**src/rtl/game_round_ctrl.sv**
```systemverilog
// game_round_ctrl: guess-the-number round sequencer (button debounce, LFSR secret, comparator handshake, BCD tries).
// Optional macro GAME_TRY_LIMIT_EN: enforce MAX_TRIES (LOSE reachable); otherwise the count saturates at 99.
`default_nettype none

module game_round_debounce #(
  parameter int DEBOUNCE_CYCLES = 16
) (
  input  logic Clock,
  input  logic Reset,
  input  logic btn_n,
  output logic press
);
  localparam int            CW   = $clog2(DEBOUNCE_CYCLES);
  localparam logic [CW-1:0] LAST = CW'(DEBOUNCE_CYCLES - 1);

  logic [1:0]    sync_q, sync_d;
  logic          level_q, level_d;  // accepted level, 1 = released
  logic [CW-1:0] cnt_q, cnt_d;
  logic          press_q, press_d;

  always_comb begin
    sync_d  = {sync_q[0], btn_n};
    level_d = level_q;
    cnt_d   = '0;
    press_d = 1'b0;
    if (sync_q[1] != level_q) begin
      if (cnt_q == LAST) begin
        level_d = sync_q[1];
        press_d = ~sync_q[1];
      end else begin
        cnt_d = cnt_q + 1'b1;
      end
    end
  end

  always_ff @(posedge Clock) begin
    if (!Reset) begin
      sync_q  <= 2'b11;
      level_q <= 1'b1;
      cnt_q   <= '0;
      press_q <= 1'b0;
    end else begin
      sync_q  <= sync_d;
      level_q <= level_d;
      cnt_q   <= cnt_d;
      press_q <= press_d;
    end
  end

  assign press = press_q;
endmodule

module game_round_ctrl #(
  parameter int          MAX_TRIES       = 10,
  parameter int          DEBOUNCE_CYCLES = 16,
  parameter logic [15:0] LFSR_SEED       = 16'hACE1
) (
  input  logic       Clock,
  input  logic       Reset,
  input  logic       Start_button,
  input  logic       Guess_button,
  input  logic [9:0] guess,
  input  logic       cmp_valid,
  input  logic [1:0] cmp_result,
  output logic       cmp_req,
  output logic [9:0] guess_q,
  output logic [3:0] rdm0,
  output logic [3:0] rdm1,
  output logic       neg,
  output logic [3:0] count0,
  output logic [3:0] count1,
  output logic [2:0] game_state,
  output logic       invalid_guess
);
`ifdef GAME_TRY_LIMIT_EN
  localparam bit LIMIT_EN = 1'b1;
`else
  localparam bit LIMIT_EN = 1'b0;
`endif
  localparam logic [3:0] LIM1 = 4'(MAX_TRIES / 10);
  localparam logic [3:0] LIM0 = 4'(MAX_TRIES % 10);

  typedef enum logic [2:0] {S_IDLE, S_PLAY, S_CHECK, S_WIN, S_LOSE} state_t;

  state_t      state_q, state_d;
  logic [15:0] lfsr_q, lfsr_d;
  logic [2:0]  game_state_q, game_state_d;
  logic        cmp_req_q, cmp_req_d;
  logic [9:0]  guess_d;
  logic [3:0]  rdm0_q, rdm0_d, rdm1_q, rdm1_d, count0_q, count0_d, count1_q, count1_d;
  logic        neg_q, neg_d, invalid_q, invalid_d;
  logic [3:0]  draw0, draw1, inc0, inc1;
  logic        at_limit, start_pulse, guess_pulse;

  game_round_debounce #(.DEBOUNCE_CYCLES(DEBOUNCE_CYCLES)) u_start_db (
    .Clock(Clock), .Reset(Reset), .btn_n(Start_button), .press(start_pulse)
  );
  game_round_debounce #(.DEBOUNCE_CYCLES(DEBOUNCE_CYCLES)) u_guess_db (
    .Clock(Clock), .Reset(Reset), .btn_n(Guess_button), .press(guess_pulse)
  );

  function automatic logic [3:0] fold_digit(input logic [3:0] v);
    fold_digit = (v > 4'd9) ? v - 4'd10 : v;
  endfunction

  always_comb begin
    lfsr_d = {lfsr_q[14:0], lfsr_q[15] ^ lfsr_q[13] ^ lfsr_q[12] ^ lfsr_q[10]};
    draw0  = fold_digit(lfsr_q[3:0]);
    draw1  = fold_digit(lfsr_q[7:4]);
    // BCD increment that sticks at 99
    if ({count1_q, count0_q} == 8'h99) begin
      inc1 = count1_q;
      inc0 = count0_q;
    end else if (count0_q == 4'd9) begin
      inc1 = count1_q + 4'd1;
      inc0 = 4'd0;
    end else begin
      inc1 = count1_q;
      inc0 = count0_q + 4'd1;
    end
    at_limit = LIMIT_EN && ({inc1, inc0} == {LIM1, LIM0});

    state_d      = state_q;
    game_state_d = game_state_q;
    cmp_req_d    = cmp_req_q;
    guess_d      = guess_q;
    rdm0_d       = rdm0_q;
    rdm1_d       = rdm1_q;
    neg_d        = neg_q;
    count0_d     = count0_q;
    count1_d     = count1_q;
    invalid_d    = 1'b0;

    if (start_pulse) begin
      rdm0_d       = draw0;
      rdm1_d       = draw1;
      neg_d        = lfsr_q[8] & ((draw0 | draw1) != 4'd0);
      count0_d     = 4'd0;
      count1_d     = 4'd0;
      cmp_req_d    = 1'b0;
      state_d      = S_PLAY;
      game_state_d = 3'd1;
    end else begin
      case (state_q)
        S_PLAY: begin
          if (guess_pulse) begin
            if (guess[7:4] <= 4'd9 && guess[3:0] <= 4'd9) begin
              guess_d   = guess;
              cmp_req_d = 1'b1;
              state_d   = S_CHECK;
            end else begin
              invalid_d = 1'b1;
            end
          end
        end
        S_CHECK: begin
          if (cmp_valid && cmp_result != 2'b00) begin
            cmp_req_d = 1'b0;
            count0_d  = inc0;
            count1_d  = inc1;
            if (cmp_result == 2'b11) begin
              state_d      = S_WIN;
              game_state_d = 3'd4;
            end else if (at_limit) begin
              state_d      = S_LOSE;
              game_state_d = 3'd5;
            end else begin
              state_d      = S_PLAY;
              game_state_d = (cmp_result == 2'b01) ? 3'd2 : 3'd3;
            end
          end
        end
        default: ;
      endcase
    end
  end

  always_ff @(posedge Clock) begin
    if (!Reset) begin
      state_q      <= S_IDLE;
      lfsr_q       <= LFSR_SEED;
      game_state_q <= 3'd0;
      cmp_req_q    <= 1'b0;
      guess_q      <= '0;
      rdm0_q       <= '0;
      rdm1_q       <= '0;
      neg_q        <= 1'b0;
      count0_q     <= '0;
      count1_q     <= '0;
      invalid_q    <= 1'b0;
    end else begin
      state_q      <= state_d;
      lfsr_q       <= lfsr_d;
      game_state_q <= game_state_d;
      cmp_req_q    <= cmp_req_d;
      guess_q      <= guess_d;
      rdm0_q       <= rdm0_d;
      rdm1_q       <= rdm1_d;
      neg_q        <= neg_d;
      count0_q     <= count0_d;
      count1_q     <= count1_d;
      invalid_q    <= invalid_d;
    end
  end

  assign cmp_req       = cmp_req_q;
  assign rdm0          = rdm0_q;
  assign rdm1          = rdm1_q;
  assign neg           = neg_q;
  assign count0        = count0_q;
  assign count1        = count1_q;
  assign game_state    = game_state_q;
  assign invalid_guess = invalid_q;
endmodule

`default_nettype wire
```
**config.mk**
```make
export PLATFORM = sky130hd
export DESIGN_NAME = game_round_ctrl
export DESIGN_NICKNAME = d
export VERILOG_FILES = /design/src/rtl/game_round_ctrl.sv
export SDC_FILE = /design/constraint.sdc
export NUM_CORES = 1
export LEC_CHECK = 0
export ABC_CLOCK_PERIOD_IN_PS = 3440
export BUFFER_PORTS_ARGS = -buffer_cell sky130_fd_sc_hd__buf_4
export CAP_MARGIN = 20
export CORE_MARGIN = 10
export CORE_UTILIZATION = 30
export CTS_CLUSTER_SIZE = 40
export DETAILED_ROUTE_END_ITERATION = 12
export PLACE_DENSITY = 0.5
export SETUP_SLACK_MARGIN = 0.05
export SLEW_MARGIN = 20
export SYNTH_ARGS = -nofsm -noshare
export SYNTH_HDL_FRONTEND = slang
export SYNTH_SLANG_ARGS = --single-unit
```
**constraint.sdc**
```tcl
create_clock -name Clock -period 3.44 [get_ports Clock]
set_input_delay 0.516 -clock Clock [delete_from_list [all_inputs] [get_ports Clock]]
set_output_delay 0.516 -clock Clock [all_outputs]
set_load 0.01 [all_outputs]
```
==> impl_metrics.tcl <==
set metrics [dict create \
    status "finished clean" \
    hold_class "primary input to register" \
    power_frac_comb_pct 4.6 \
    slowest_delay_ns 0.61 \
    setup_violations 0 \
    antenna_found_initial 0 \
    crit_required_ns 3.63 \
    postCtsSetupRepairBufs 0 \
    rsz0062_at_grt "false" \
    synthDistinctLibCells 42 \
    slew_viol_final 0 \
    worstSetupStartpointType "register" \
    root_buffer "clkbuf_8" \
    path_cells "inv_1, and4b_1, nand3_1, o21ai_0" \
    grt_pass1_wl_um 9204 \
    ioPinCount 49 \
    core_area_sq_mm 0.008258 \
    rows 33 \
    grt_overflow_total 0 \
    ant_nets 0 \
    fin_crit_ns 1.735 \
    power_density_mw_per_mm2 474.6 \
    synth_fa_ha_area_share_pct 3.895 \
    clk_pin_slew_worst_paths_ns 0.07 \
    track_usage_pct 8.637 \
    critPathKind "register to register" \
    clock-sinks 66 \
    cts_resized 0 \
    place.gp.congestion 0.7043 \
    initial_core_util_pct 31.12 \
    synth_top_family_by_area "simple AND/OR/NAND/NOR gates" \
    syn_nets 299 \
    drive_gt1_share_pct 21.54 \
    clock_latency_ns 0.33 \
    max_cap_violations 0 \
    synthXorXnorAreaFrac_pct 5.112 \
    fill_cells 856 \
    total_power_mw 1.524 \
    wl_per_cell_um 12.35 \
    synth-main-ff-cell "dfxtp_1" \
    area_delta_synth_final_pct 24.98 \
    synth-compound-area-share_pct 11.44 \
    drc 0 \
    endpoint_kind "register" \
    power_frac_clock_pct 43.4 \
    numCtsBuffers 9 \
    viasPerCell 4.565 \
    worstMarginPinSlew_ns 0.6071 \
    cts.path.max_buffers 2 \
    synth-simple-area-share_pct 21.42 \
    fin_crit_sh_pct 50.45 \
    syn-cell-area_sq_mm 0.002570 \
    grt_max_degree 62 \
    drt_wl_total_um 5312 \
    p_int_mw 1.204 \
    hpwl_um 3779 \
    die_area_sq_mm 0.01267 \
    netlist_instances 274 \
    io_buffers 48 \
    async_flop_share_pct 0 \
    ir_worst_vdd_uv 181.4 \
    cts_hold_buf 0 \
    dp_slack_ns 1.541 \
    hold_viol 0 \
    utilization_pct 38.89 \
    drtIter0Drc 91 \
    final.setup_skew_ns 0.007218 \
    fin_tns_setup_ns 0 \
    die_h_um 112.6 \
    worst_slack_ns 1.705 \
    yosysSeqAreaShare_pct 51.41 \
    p_leak_nw 1.338 \
    fin_nets 346 \
    power_frac_seq_pct 52.0 \
    grt_pass1_vias 1964 \
    avgSynthCellArea_sq_um 9.379 \
    fmax_ghz 0.5762 \
    synth.mux.area_fraction_pct 2.726 \
    synth_area_leaders "dfxtp_1 (51%), nand3_1 (4.1%), ha_1 (3.9%)" \
    cpMaxStageDelayCell "dfxtp_1" \
    swShare_pct 21.03 \
    vias 1963 \
    synth_top_area_share_pct 51.41 \
    drt_first_pass_iters 4 \
    diodes 0 \
    p_sw_mw 0.3206 \
    ys_ff_latch 66 \
    dieWidth_um 112.6 \
    worstPathMaxFanout 20 \
    htreeDepth 3 \
    slew_headroom_pct 59.50 \
    cts_tree "done" \
    synth_edf_count 0 \
    yosysWarnings 0 \
    synth_top_cell_by_area "dfxtp_1" \
    crit_arrival_ns 1.93 \
]
area by class of cell:
| cell class | count | area [sq um] | area share [%] |
|---|---|---|---|
| Tap cell | 105 | 131.4 | 4.090 |
| Multi-Input combinational cell | 183 | 1146 | 35.68 |
| Sequential cell | 66 | 1321 | 41.14 |
| Clock inverter | 2 | 35.03 | 1.091 |
| Inverter | 13 | 48.80 | 1.519 |
| Clock buffer | 13 | 168.9 | 5.259 |
| Timing Repair Buffer | 48 | 360.3 | 11.22 |
power by group through the flow:
stage / clock network [mW] / logic [mW] / registers [mW]
2_1_floorplan: 0 / 0.0457 / 0.806
4_1_cts: 0.688 / 0.0703 / 0.793
5_1_grt: 0.717 / 0.0803 / 0.795
3_3_place_gp: 0 / 0.0696 / 0.810
3_5_place_dp: 0 / 0.0698 / 0.810
6_report: 0.661 / 0.0698 / 0.793
cells in the mapped netlist, types with 2 or more instances:
library cell,n
ha_1,8
o21ai_0,16
nor2_1,18
nand2_1,26
o211ai_1,3
o21ai_1,3
nor2b_1,4
xnor2_1,5
clkbuf_1,6
nand4_1,3
nand2b_1,9
buf_2,3
a31o_2,2
a31oi_1,2
and2_1,9
o211a_1,3
nand3_1,21
dfxtp_1,66
inv_1,13
mux2i_1,7
and3_1,2
nor3_1,5
a21boi_0,3
a21oi_1,8
o31a_1,2
or2_2,2
xor2_1,10
stage by stage:
stage                     area (sq um)  hold WS (ns)  instances
final                             3212        0.3632        430
after global routing              3212        0.3573        430
after CTS                         3212        0.3437        430
after detailed placement          3008        0.3961        415
after global placement            3008        0.3917        415
after floorplan                   2570        0.3863        274
cell families (layout without fill, tap and decap cells):
| logic type | Yosys count | after routing |
|---|---|---|
| mux | 7 | 7 |
| compound gates | 46 | 46 |
| simple gates | 107 | 107 |
| flops | 66 | 66 |
| buf+inv | 25 | 76 |
| xor+xnor | 15 | 15 |
| fa+ha+maj | 8 | 8 |
cell usage in the layout (no fill, tap or decap), drive strengths merged, types with 3 or more instances in the layout:
cell,instances
xor2,10
o211a,3
nor2,18
xnor2,5
nor2b,4
and3,3
and2,10
mux2i,7
ha,8
o211ai,3
inv,13
nor3,6
nand2b,9
a21oi,8
nand3,21
buf,48
o21ai,19
clkbuf,13
a21boi,3
nand2,26
dfxtp,66
nand4,3
critical path, delay by kind of cell (launching register included):
kind / cells / cell delay, ns
buffers and inverters: 1 / 0.25
flip-flops: 1 / 0.61
AND/OR/NAND/NOR: 2 / 0.64
AO/OA/AOI/OAI: 1 / 0.09
path summary, 6_finish.rpt:
check | from | to | slack [ns] | cells past startpoint
min | Guess_button | u_guess_db.sync_q[0] | 0.36 | 2
max | u_start_db.press | guess_q[5] | 1.70 | 4
min reg2reg | u_start_db.sync_q[0] | u_start_db.sync_q[1] | 0.41 | 1
max reg2reg | u_start_db.press | guess_q[5] | 1.70 | 4
flip-flops by register name (all words and copies together) (netlist names):
| name | cells |
|---|---|
| lfsr_q | 16 |
| count0 | 4 |
| neg | 1 |
| invalid_guess | 1 |
| u_guess_db.cnt_q | 4 |
| cmp_req | 1 |
| guess_q | 10 |
| u_start_db.sync_q | 2 |
| count1 | 4 |
| rdm0 | 4 |
| state_q | 2 |
| game_state | 3 |
| u_start_db.press | 1 |
| u_start_db.level_q | 1 |
| u_start_db.cnt_q | 4 |
| rdm1 | 4 |
| u_guess_db.sync_q | 2 |
| u_guess_db.press | 1 |
| u_guess_db.level_q | 1 |
layer usage:
layer	track usage [%]	share of wire (%)
met1	11.38	52
met5	0	0
met2	11.79	40
met4	4.822	1.8
met3	3.142	6.9
No activity file was read; power rests on OpenSTA's default activity.
